$ cat src/rtl/rv32_isa_pkg.sv
// rv32_isa_pkg
//   Shared RV32I definitions for the instruction-memory boot loader and
//   the decode stage: the nine supported major opcodes, an opcode
//   membership test and the loader state encoding.
package rv32_isa_pkg;

  localparam logic [6:0] OPC_LOAD   = 7'b0000011;
  localparam logic [6:0] OPC_OP_IMM = 7'b0010011;
  localparam logic [6:0] OPC_AUIPC  = 7'b0010111;
  localparam logic [6:0] OPC_STORE  = 7'b0100011;
  localparam logic [6:0] OPC_OP     = 7'b0110011;
  localparam logic [6:0] OPC_LUI    = 7'b0110111;
  localparam logic [6:0] OPC_BRANCH = 7'b1100011;
  localparam logic [6:0] OPC_JALR   = 7'b1100111;
  localparam logic [6:0] OPC_JAL    = 7'b1101111;

  function automatic logic is_supported_opcode(input logic [6:0] opc);
    logic ok;
    case (opc)
      OPC_LOAD, OPC_OP_IMM, OPC_AUIPC, OPC_STORE, OPC_OP,
      OPC_LUI, OPC_BRANCH, OPC_JALR, OPC_JAL: ok = 1'b1;
      default:                                 ok = 1'b0;
    endcase
    return ok;
  endfunction

  typedef enum logic [2:0] {
    LD_IDLE,
    LD_LEN_LO,
    LD_LEN_HI,
    LD_BYTE,
    LD_WRITE,
    LD_DONE,
    LD_ERR
  } loader_state_t;

endpackage

$ cat src/rtl/byte_word_packer.sv
// byte_word_packer
//   Collects four bytes, least significant first, into a 32-bit word.
//   Ports:
//     clk, rst_n   clock, synchronous active-low reset
//     clr          clears the byte counter (start of a new load)
//     byte_en      accept byte_in this cycle
//     byte_in      incoming byte
//     word         assembled word (shift register contents)
//     word_ready   high in the cycle the 4th byte of a word is accepted
module byte_word_packer (
  input  logic        clk,
  input  logic        rst_n,
  input  logic        clr,
  input  logic        byte_en,
  input  logic [7:0]  byte_in,
  output logic [31:0] word,
  output logic        word_ready
);

  logic [1:0]  cnt_q;
  logic [31:0] word_q;

  always_ff @(posedge clk) begin
    if (!rst_n) begin
      cnt_q  <= '0;
      word_q <= '0;
    end else if (clr) begin
      cnt_q  <= '0;
    end else if (byte_en) begin
      // Shifting in from the top leaves the first byte in [7:0] after four accepts.
      word_q <= {byte_in, word_q[31:8]};
      cnt_q  <= cnt_q + 2'd1;
    end
  end

  assign word       = word_q;
  assign word_ready = byte_en && (cnt_q == 2'd3);

endmodule

$ cat src/rtl/imem_boot_loader.sv
// imem_boot_loader
//   Receives a framed byte stream (16-bit LE word count N, then 4*N
//   instruction bytes, LSB first), writes the words sequentially into
//   instruction memory from address 0 and holds the CPU in reset until
//   the load has completed.
//   Optional build macro: IMEM_OPCODE_CHECK_EN -- reject words whose
//   opcode field is not a supported RV32I major opcode.
//   Ports:
//     clk, rst_n            clock, synchronous active-low reset
//     start                 one-cycle pulse, begins a load from IDLE/DONE/ERR
//     in_valid/in_data      incoming byte stream
//     in_ready              a byte can be accepted this cycle (registered)
//     imem_we/addr/wdata    IMEM write port, one strobe per word
//     cpu_hold              keeps the CPU in reset (low only in DONE)
//     done, error           sticky load status
//     word_count            words written in the current load
//   ADDR_WIDTH must be in 1..16 (N is a 16-bit count).
module imem_boot_loader
  import rv32_isa_pkg::*;
#(
  parameter int unsigned ADDR_WIDTH = 10
) (
  input  logic                  clk,
  input  logic                  rst_n,
  input  logic                  start,
  input  logic                  in_valid,
  input  logic [7:0]            in_data,
  output logic                  in_ready,
  output logic                  imem_we,
  output logic [ADDR_WIDTH-1:0] imem_addr,
  output logic [31:0]           imem_wdata,
  output logic                  cpu_hold,
  output logic                  done,
  output logic                  error,
  output logic [ADDR_WIDTH:0]   word_count
);

  localparam int unsigned  CNT_W    = ADDR_WIDTH + 1;
  localparam logic [16:0]  CAPACITY = 17'(1) << ADDR_WIDTH;

  loader_state_t state_q, state_d;

  logic             in_ready_q, in_ready_d;
  logic [15:0]      n_q;
  logic [CNT_W-1:0] wc_q;
  logic [CNT_W-1:0] wc_next;
  logic [15:0]      len_full;
  logic             accept;
  logic             clr_load;
  logic             wc_inc;
  logic             byte_en;
  logic [31:0]      word;
  logic             word_ready;
  logic             opcode_ok;

  assign accept   = in_valid && in_ready_q;
  assign byte_en  = accept && (state_q == LD_BYTE);
  assign len_full = {in_data, n_q[7:0]};
  assign wc_next  = wc_q + {{(CNT_W-1){1'b0}}, 1'b1};

`ifdef IMEM_OPCODE_CHECK_EN
  assign opcode_ok = is_supported_opcode(word[6:0]);
`else
  assign opcode_ok = 1'b1;
`endif

  byte_word_packer u_packer (
    .clk        (clk),
    .rst_n      (rst_n),
    .clr        (clr_load),
    .byte_en    (byte_en),
    .byte_in    (in_data),
    .word       (word),
    .word_ready (word_ready)
  );

  always_ff @(posedge clk) begin
    if (!rst_n) begin
      state_q    <= LD_IDLE;
      in_ready_q <= 1'b0;
    end else begin
      state_q    <= state_d;
      in_ready_q <= in_ready_d;
    end
  end

  always_comb begin
    state_d  = state_q;
    imem_we  = 1'b0;
    clr_load = 1'b0;
    wc_inc   = 1'b0;
    case (state_q)
      LD_IDLE, LD_DONE, LD_ERR: begin
        if (start) begin
          state_d  = LD_LEN_LO;
          clr_load = 1'b1;
        end
      end
      LD_LEN_LO: begin
        if (accept) state_d = LD_LEN_HI;
      end
      LD_LEN_HI: begin
        if (accept) begin
          if (len_full == 16'd0)                state_d = LD_DONE;
          else if ({1'b0, len_full} > CAPACITY) state_d = LD_ERR;
          else                                  state_d = LD_BYTE;
        end
      end
      LD_BYTE: begin
        if (word_ready) state_d = LD_WRITE;
      end
      LD_WRITE: begin
        if (opcode_ok) begin
          imem_we = 1'b1;
          wc_inc  = 1'b1;
          state_d = (17'(wc_next) == {1'b0, n_q}) ? LD_DONE : LD_BYTE;
        end else begin
          state_d = LD_ERR;
        end
      end
      default: state_d = LD_IDLE;
    endcase
    // Registered from the next state so in_ready never depends on in_valid
    // within a cycle, yet still matches the state it is presented in.
    in_ready_d = (state_d == LD_LEN_LO) || (state_d == LD_LEN_HI) ||
                 (state_d == LD_BYTE);
  end

  always_ff @(posedge clk) begin
    if (!rst_n) begin
      n_q  <= '0;
      wc_q <= '0;
    end else begin
      if (accept && (state_q == LD_LEN_LO)) n_q[7:0]  <= in_data;
      if (accept && (state_q == LD_LEN_HI)) n_q[15:8] <= in_data;
      if (clr_load)    wc_q <= '0;
      else if (wc_inc) wc_q <= wc_next;
    end
  end

  assign in_ready   = in_ready_q;
  assign imem_addr  = wc_q[ADDR_WIDTH-1:0];
  assign imem_wdata = word;
  assign cpu_hold   = (state_q != LD_DONE);
  assign done       = (state_q == LD_DONE);
  assign error      = (state_q == LD_ERR);
  assign word_count = wc_q;

endmodule

$ cat config.mk
export PLATFORM = sky130hd
export DESIGN_NAME = imem_boot_loader
export DESIGN_NICKNAME = d
export VERILOG_FILES = /design/src/rtl/rv32_isa_pkg.sv /design/src/rtl/byte_word_packer.sv /design/src/rtl/imem_boot_loader.sv
export SDC_FILE = /design/constraint.sdc
export NUM_CORES = 1
export LEC_CHECK = 0
export ABC_AREA = 1
export CORE_AREA = 2 2 101 103
export CTS_BUF_LIST = sky130_fd_sc_hd__clkbuf_8
export DETAILED_ROUTE_END_ITERATION = 16
export DIE_AREA = 0 0 103 105
export DONT_BUFFER_PORTS = 1
export PLACE_DENSITY = 0.47
export SLEW_MARGIN = 40
export SYNTH_ARGS = -nofsm -noshare
export SYNTH_HDL_FRONTEND = slang
export SYNTH_SLANG_ARGS = --single-unit
$ cat constraint.sdc
create_clock -name clk -period 2.05 [get_ports clk]
set_input_delay 0.41 -clock clk [delete_from_list [all_inputs] [get_ports clk]]
set_output_delay 0.41 -clock clk [all_outputs]
set_load 0.005 [all_outputs]
Word-level counts from Yosys, hierarchy flattened --
Index checks and enable logic that the tools add are counted.
Word-level totals: register bits after elaboration 65, bits of input ports 12, output and inout port bits 58, logic and storage cells 47
Operators by class: add/subtract/negate cells 2, order comparisons 1, equal/unequal tests 12, mux-type cells 11, bitwise operators 2, reduce and logical (&&, ||, !) cells 12
Operators with widths (number):
- 3-bit 2-to-1 mux | 7
- 11-bit by 16-bit equality test with 1-bit output | 1
- 16-bit by 11-bit greater-than comparator with 1-bit output, second input constant | 1
- 16-bit logical NOT | 1
- 3-bit one-hot mux with 5 select lines | 1
- 3-bit by 2-bit equality test with 1-bit output, second input constant | 4
- 11-bit by 1-bit adder with 11-bit output, second input constant | 1
- 3-bit equality test, second input constant | 3
- 3-bit by 1-bit equality test with 1-bit output, second input constant | 2
- 1-bit logical AND | 5
- 3-bit logical NOT | 1
- 1-bit 2-to-1 mux | 3
- 3-bit inequality test, second input constant | 1
- 3-bit OR reduction | 1
- 2-bit by 1-bit adder with 2-bit output, second input constant | 1
- 2-bit equality test, second input constant | 1
- 1-bit logical OR | 2
- 1-bit NOT | 2
- 2-bit AND reduction | 1
- 2-bit OR reduction | 1

Logic depth before layout (Yosys ltp) --
Gate-level depths: netlist of the first run.
depth in word-level cells 8, gate-level depth with buffers 14, gate-level depth less buffers 14

Cells and area by module --
Synthesis of the first run repeated with hierarchy kept, for this count alone.
Second synthesis, totals: cell total of the unflattened synthesis 505, area, all modules 3274.4 sq um
By module, submodules not included:
- imem_boot_loader | times used 1, cells each 285, area an instance 1798.0 sq um, sequential area each 620.6 sq um
- byte_word_packer | times used 1, cells each 220, area an instance 1476.4 sq um, sequential area each 680.7 sq um

Least setup slack after synthesis of the first run --
Ideal clock, no wire load.
kind register to register, start point register wc_q[0] (netlist: word_count[0]), end point register in_ready_q (netlist: in_ready), setup time 112 ps, data arrival time 1599 ps, data required time 1938 ps, slack 339 ps, cell stages (with the launch flop) 15, path buffers 0, clock period less this slack 1711 ps, cell sequence dfxtp_1 ha_1 nand2_4 nor2_4 nand2_1 nand2_2 nand2_1 nand2_1 nand2_1 nor2_2 nand3_1 nand2_1 nand2_1 nor2_1 nor2_1
Between the ends: longest elaborated chain between the ends 7, elaborated cells between the ends (all ways) 9, those cells by class add/sub: 1; eq/ne: 4; mux: 2; reduce/logical: 2
RTL lines:
- from (decl) | line imem_boot_loader.sv:45 | logic [CNT_W-1:0] wc_q;
- from (signal assigned) | line imem_boot_loader.sv:137 | else if (wc_inc) wc_q <= wc_next;
- 11-bit by 1-bit adder with 11-bit output (*) | line imem_boot_loader.sv:59 | assign wc_next = wc_q + {{(CNT_W-1){1'b0}}, 1'b1};
- 11-bit by 16-bit equality test with 1-bit output (*) | line imem_boot_loader.sv:116 | state_d = (17'(wc_next) == {1'b0, n_q}) ? LD_DONE : LD_BYTE;
- 3-bit 2-to-1 mux (*) | line imem_boot_loader.sv:116
- 3-bit one-hot mux with 5 select lines (*) | line imem_boot_loader.sv:92 | case (state_q)
- 3-bit by 1-bit equality test with 1-bit output / 3-bit by 2-bit equality test with 1-bit output (equally long branches) | line imem_boot_loader.sv:125 | in_ready_d = (state_d == LD_LEN_LO) || (state_d == LD_LEN_HI) ||
- 1-bit logical OR | line imem_boot_loader.sv:125
- 1-bit logical OR (*) | line imem_boot_loader.sv:125
- to (signal assigned) | line imem_boot_loader.sv:83 | in_ready_q <= in_ready_d;
- to (decl) | line imem_boot_loader.sv:43 | logic in_ready_q, in_ready_d;
Every way passes the cells marked *; elsewhere a longest branch is shown, timed or not. A chain may end at the register's enable or synchronous reset.

Final worst setup path of the first run --
start point register wc_q[2] (netlist: word_count[2]), end point register in_ready_q (netlist: in_ready)
Same word-level chain as after synthesis.

==> metrics list, run 1 <==
- Core region area: 9640 um2
* Leakage power of the design: 0.00137 uW
* Die span in y: 105 um
* Layout-stage area growth over the synthesis result: 11.1%
- Fillers: 1,075
- The smallest clock period supported by the final layout is computed as 1.79 ns.
- After clock tree synthesis, the clock-pin slew on the worst setup and hold paths is 0.08 ns.
- Across all layers, the routed design uses 2,717 vias.
- Wire length after detailed routing: 7.96 mm
* Endpoint of the worst-slack reg-to-reg timing path: in_ready
* Number of unique standard cell types used by synthesis: 32
- CTS tree: built
* Vias in the first global route: 2,657
* VDD IR max: 0.000357 V
- Arrival @ worst endpoint: 2.03 ns
- Number of synthesized register bits: 65
- Headroom to the max-slew limit: 67.0%
- Counting instances in the post-synthesis netlist gives the leading cell types as sky130_fd_sc_hd__nor2_1, sky130_fd_sc_hd__dfxtp_1, sky130_fd_sc_hd__nand2_1, sky130_fd_sc_hd__o21ai_0, sky130_fd_sc_hd__inv_1.
- Total negative slack: 0 ns
* Maximum fanout count along the critical path: 7
* CTS Hold Buffers Added: 0
- STA classifies the critical path endpoint as a flop.
- Critical setup path kind: reg -> reg
* Number of input and output port buffers inserted: 0
* Worst min-delay path endpoint: u_packer.word[3]
- The number of clock buffers added by TritonCTS is 9.
- Entering global routing, the biggest net connects 52 pins.
- The min-delay analysis places its worst path in the category in -> reg.
- Max-cap check violation count: 0
- For this design the ratio of total power to cell area is 789 nW/um2.
- Worst setup SP type: flop
- Worst reg-to-reg setup slack: 0.26 ns
* Number of DRC violations after detailed routing: 0
- Among all flip-flop cells after synthesis, the most frequent one is sky130_fd_sc_hd__dfxtp_1.
- Min Hold Slack: 0.200 ns
- After synthesis, the cell types taking the most area are sky130_fd_sc_hd__dfxtp_1, sky130_fd_sc_hd__nor2_1, sky130_fd_sc_hd__o21ai_0.
- A synthesized cell averages 6.96 um2.
- Floorplan die area: 10,800 um2
- Between clock sinks in the finished design, the worst skew comes to 0.0152 ns.
* Post_cts resized: 0
- Hold Violations, Final: 0
- First-pass DRT Iterations: 4
- Counting flops with a built-in enable in the synthesized netlist gives 0.
- Period Utilization, post-route: 87.2%
- Overall routing resource usage: 15.6%
- For this run, the post-layout net count is 448.
- Total number of H-tree levels: 3
- Synthesized net count: 450
- Outcome: completed
* Largest buffer count on any clock path: 2
* Fraction of registers with async set/reset: 0%
* Largest area contributor in the synthesized netlist: sky130_fd_sc_hd__dfxtp_1
* Pins over their slew limit: 0
- At the placement stage, the worst setup path has a slack of 0.298 ns.
- Post-Synthesis Cell Area: 3030 um2
- The first global-routing pass estimated 13.4 mm of wire.
* # rows: 36
- Data on the critical path is required at its endpoint by 2.29 ns.
* Final global-route overflow total: 0
- Horizontal die dimension: 103 um
- Placer congestion estimate: 0.769
- In this run, the number of DRC markers left after iteration 0 of detailed routing was 125.
- Yosys Warn Count: 0
- Launch point of the worst reg-to-reg path: word_count[2]
- Antenna diode instance count: 0
* Layout cells sized above 1: 9.57%
- Measured in cells, the most critical reg-to-reg path has a length of 13.
- The tree is rooted in a sky130_fd_sc_hd__clkbuf_8.
* Number of antenna violations at the first check in global routing: 0
* Start point of the worst hold path: rst_n
* Final antenna-violating net count: 0
- Post-route setup slack: 0.263 ns
* Post-DR vias/cell: 4.75
- The worst hold path passes through 2 cells.
- At the pin with the least slew margin, the transition time is 0.494 ns.
- Timing would allow up to 560 MHz.
- Area share of the largest cell type after synthesis: 42.9%
* Detailed-route wire length per cell: 13.9 um
* Effective utilization at floorplan: 31.5%
- Once the clock tree was built, the setup fixing pass inserted 0 buffers.
* Total of endpoints with negative setup slack in the final report: 0
- Synthesis handed over a netlist of 436 instances.
- Dpl hpwl: 5.77 mm
- Number of clock sinks seen by CTS: 65
* Register area share after synthesis: 42.9%
- Setup repair after global routing left no endpoint under its margin.
- Among all cell types in the netlist, the one instantiated most often is sky130_fd_sc_hd__nor2_1.
- Later-pin clock latency in the skew report: 0.34 ns
- Num ports: 70
[registers in the layout, indices dropped and copies added (netlist names)]
name and flops:
u_packer.word 32, n_q 16, word_count 11, state_q 3
u_packer.cnt_q 2, in_ready 1
[routing by layer]
metal	global-route usage, %	wire, um	part of all wire (%)	up-vias
met1	21.6	3860	48	1257
li1	-	-	-	1394
met2	23.0	3440	43	59
met4	3.95	70	0.88	0
met5	0	0	0	-
met3	5.35	588	7.4	7
[worst max-delay path, stage by stage, from the launching register on]
cell                       delay (ns)
sky130_fd_sc_hd__dfxtp_1         0.53
sky130_fd_sc_hd__nand3_2         0.20
sky130_fd_sc_hd__clkinv_2        0.13
sky130_fd_sc_hd__nand2_2         0.06
sky130_fd_sc_hd__nand3_1         0.07
sky130_fd_sc_hd__nand2_1         0.06
sky130_fd_sc_hd__nor2_1          0.10
sky130_fd_sc_hd__nand2_1         0.07
sky130_fd_sc_hd__nor2_2          0.11
sky130_fd_sc_hd__nand3_1         0.08
sky130_fd_sc_hd__nand2_1         0.08
sky130_fd_sc_hd__nand2_1         0.06
sky130_fd_sc_hd__nor2_1          0.09
sky130_fd_sc_hd__nor2_1          0.04
[layout by cell type, fill, tap and decap left out, types with 2 or more instances in the layout]
master                      instances
sky130_fd_sc_hd__nor2_1            82
sky130_fd_sc_hd__dfxtp_1           65
sky130_fd_sc_hd__nand2_1           64
sky130_fd_sc_hd__o21ai_0           55
sky130_fd_sc_hd__inv_1             47
sky130_fd_sc_hd__a21oi_1           40
sky130_fd_sc_hd__nand3_1           20
sky130_fd_sc_hd__buf_4             12
sky130_fd_sc_hd__clkbuf_8           9
sky130_fd_sc_hd__nand4_1            5
sky130_fd_sc_hd__nand2_2            4
sky130_fd_sc_hd__nor2_4             3
sky130_fd_sc_hd__clkinv_2           3
sky130_fd_sc_hd__nor2_2             3
sky130_fd_sc_hd__o211ai_1           2
sky130_fd_sc_hd__o21bai_1           2
sky130_fd_sc_hd__nand3b_1           2
sky130_fd_sc_hd__and2_1             2
sky130_fd_sc_hd__a211oi_1           2
sky130_fd_sc_hd__ha_1               2
sky130_fd_sc_hd__clkinv_4           2
sky130_fd_sc_hd__bufinv_16          2
[logic make-up after synthesis]
logic type,count (synthesis),share of synthesized area [%]
AOI/OAI and AO/OA,105,18.1
xor gates and xnor gates,1,0.289
adders and majority gates,2,0.825
buffers and inverters,73,10.6
DFF,65,42.9
and+or+nand+nor,190,27.3
[report_power, final]
group	leakage, uW	internal, uW	switching (uW)	total [uW]
Clock	0.000109	684	529	1210
Sequential	0.000524	1280	15.1	1300
Combinational	0.000737	51.2	96.8	148
Total	0.00137	2020	641	2660
[stage by stage]
| step | instances | utilization, % | total power [uW] | cell area [um2] |
|---|---|---|---|---|
| 3_3_place_gp | 556 | 32.7 | 1470 | 3150 |
| 5_1_grt | 572 | 34.9 | 2790 | 3370 |
| 4_1_cts | 572 | 34.9 | 2690 | 3370 |
| 2_1_floorplan | 436 | - | 1440 | 3030 |
| 6_report | 572 | 34.9 | 2660 | 3370 |
| 3_5_place_dp | 556 | 32.7 | 1470 | 3150 |
[layout make-up]
cell class,count,area (um2),share of cell area (%)
repair buffers,12,90.1,2.67
inverters,48,181,5.39
clock inverters,7,95.1,2.82
flip-flops and latches,65,1300,38.6
multi-input cells,298,1410,41.9
well taps,133,166,4.94
clock buffers,9,124,3.68
[how the worst max path moves through the flow]
stage,slack [ns],cells past startpoint,end,start
after floorplan,0.34,14,in_ready,word_count[0]
after global placement,0.33,13,in_ready,word_count[4]
after detailed placement,0.30,14,in_ready,word_count[0]
after CTS,0.27,13,in_ready,word_count[2]
after global routing,0.007,13,in_ready,word_count[4]
final,0.26,13,in_ready,word_count[2]
Note: power is estimated with default switching activity, not from simulation.
==> run 2, diff against run 1 <==
GPL_ROUTABILITY_DRIVEN = 0   (was unset)
==> results of run 2 <==
No change in the layout: final DEF, timing and power equal those of run 1.
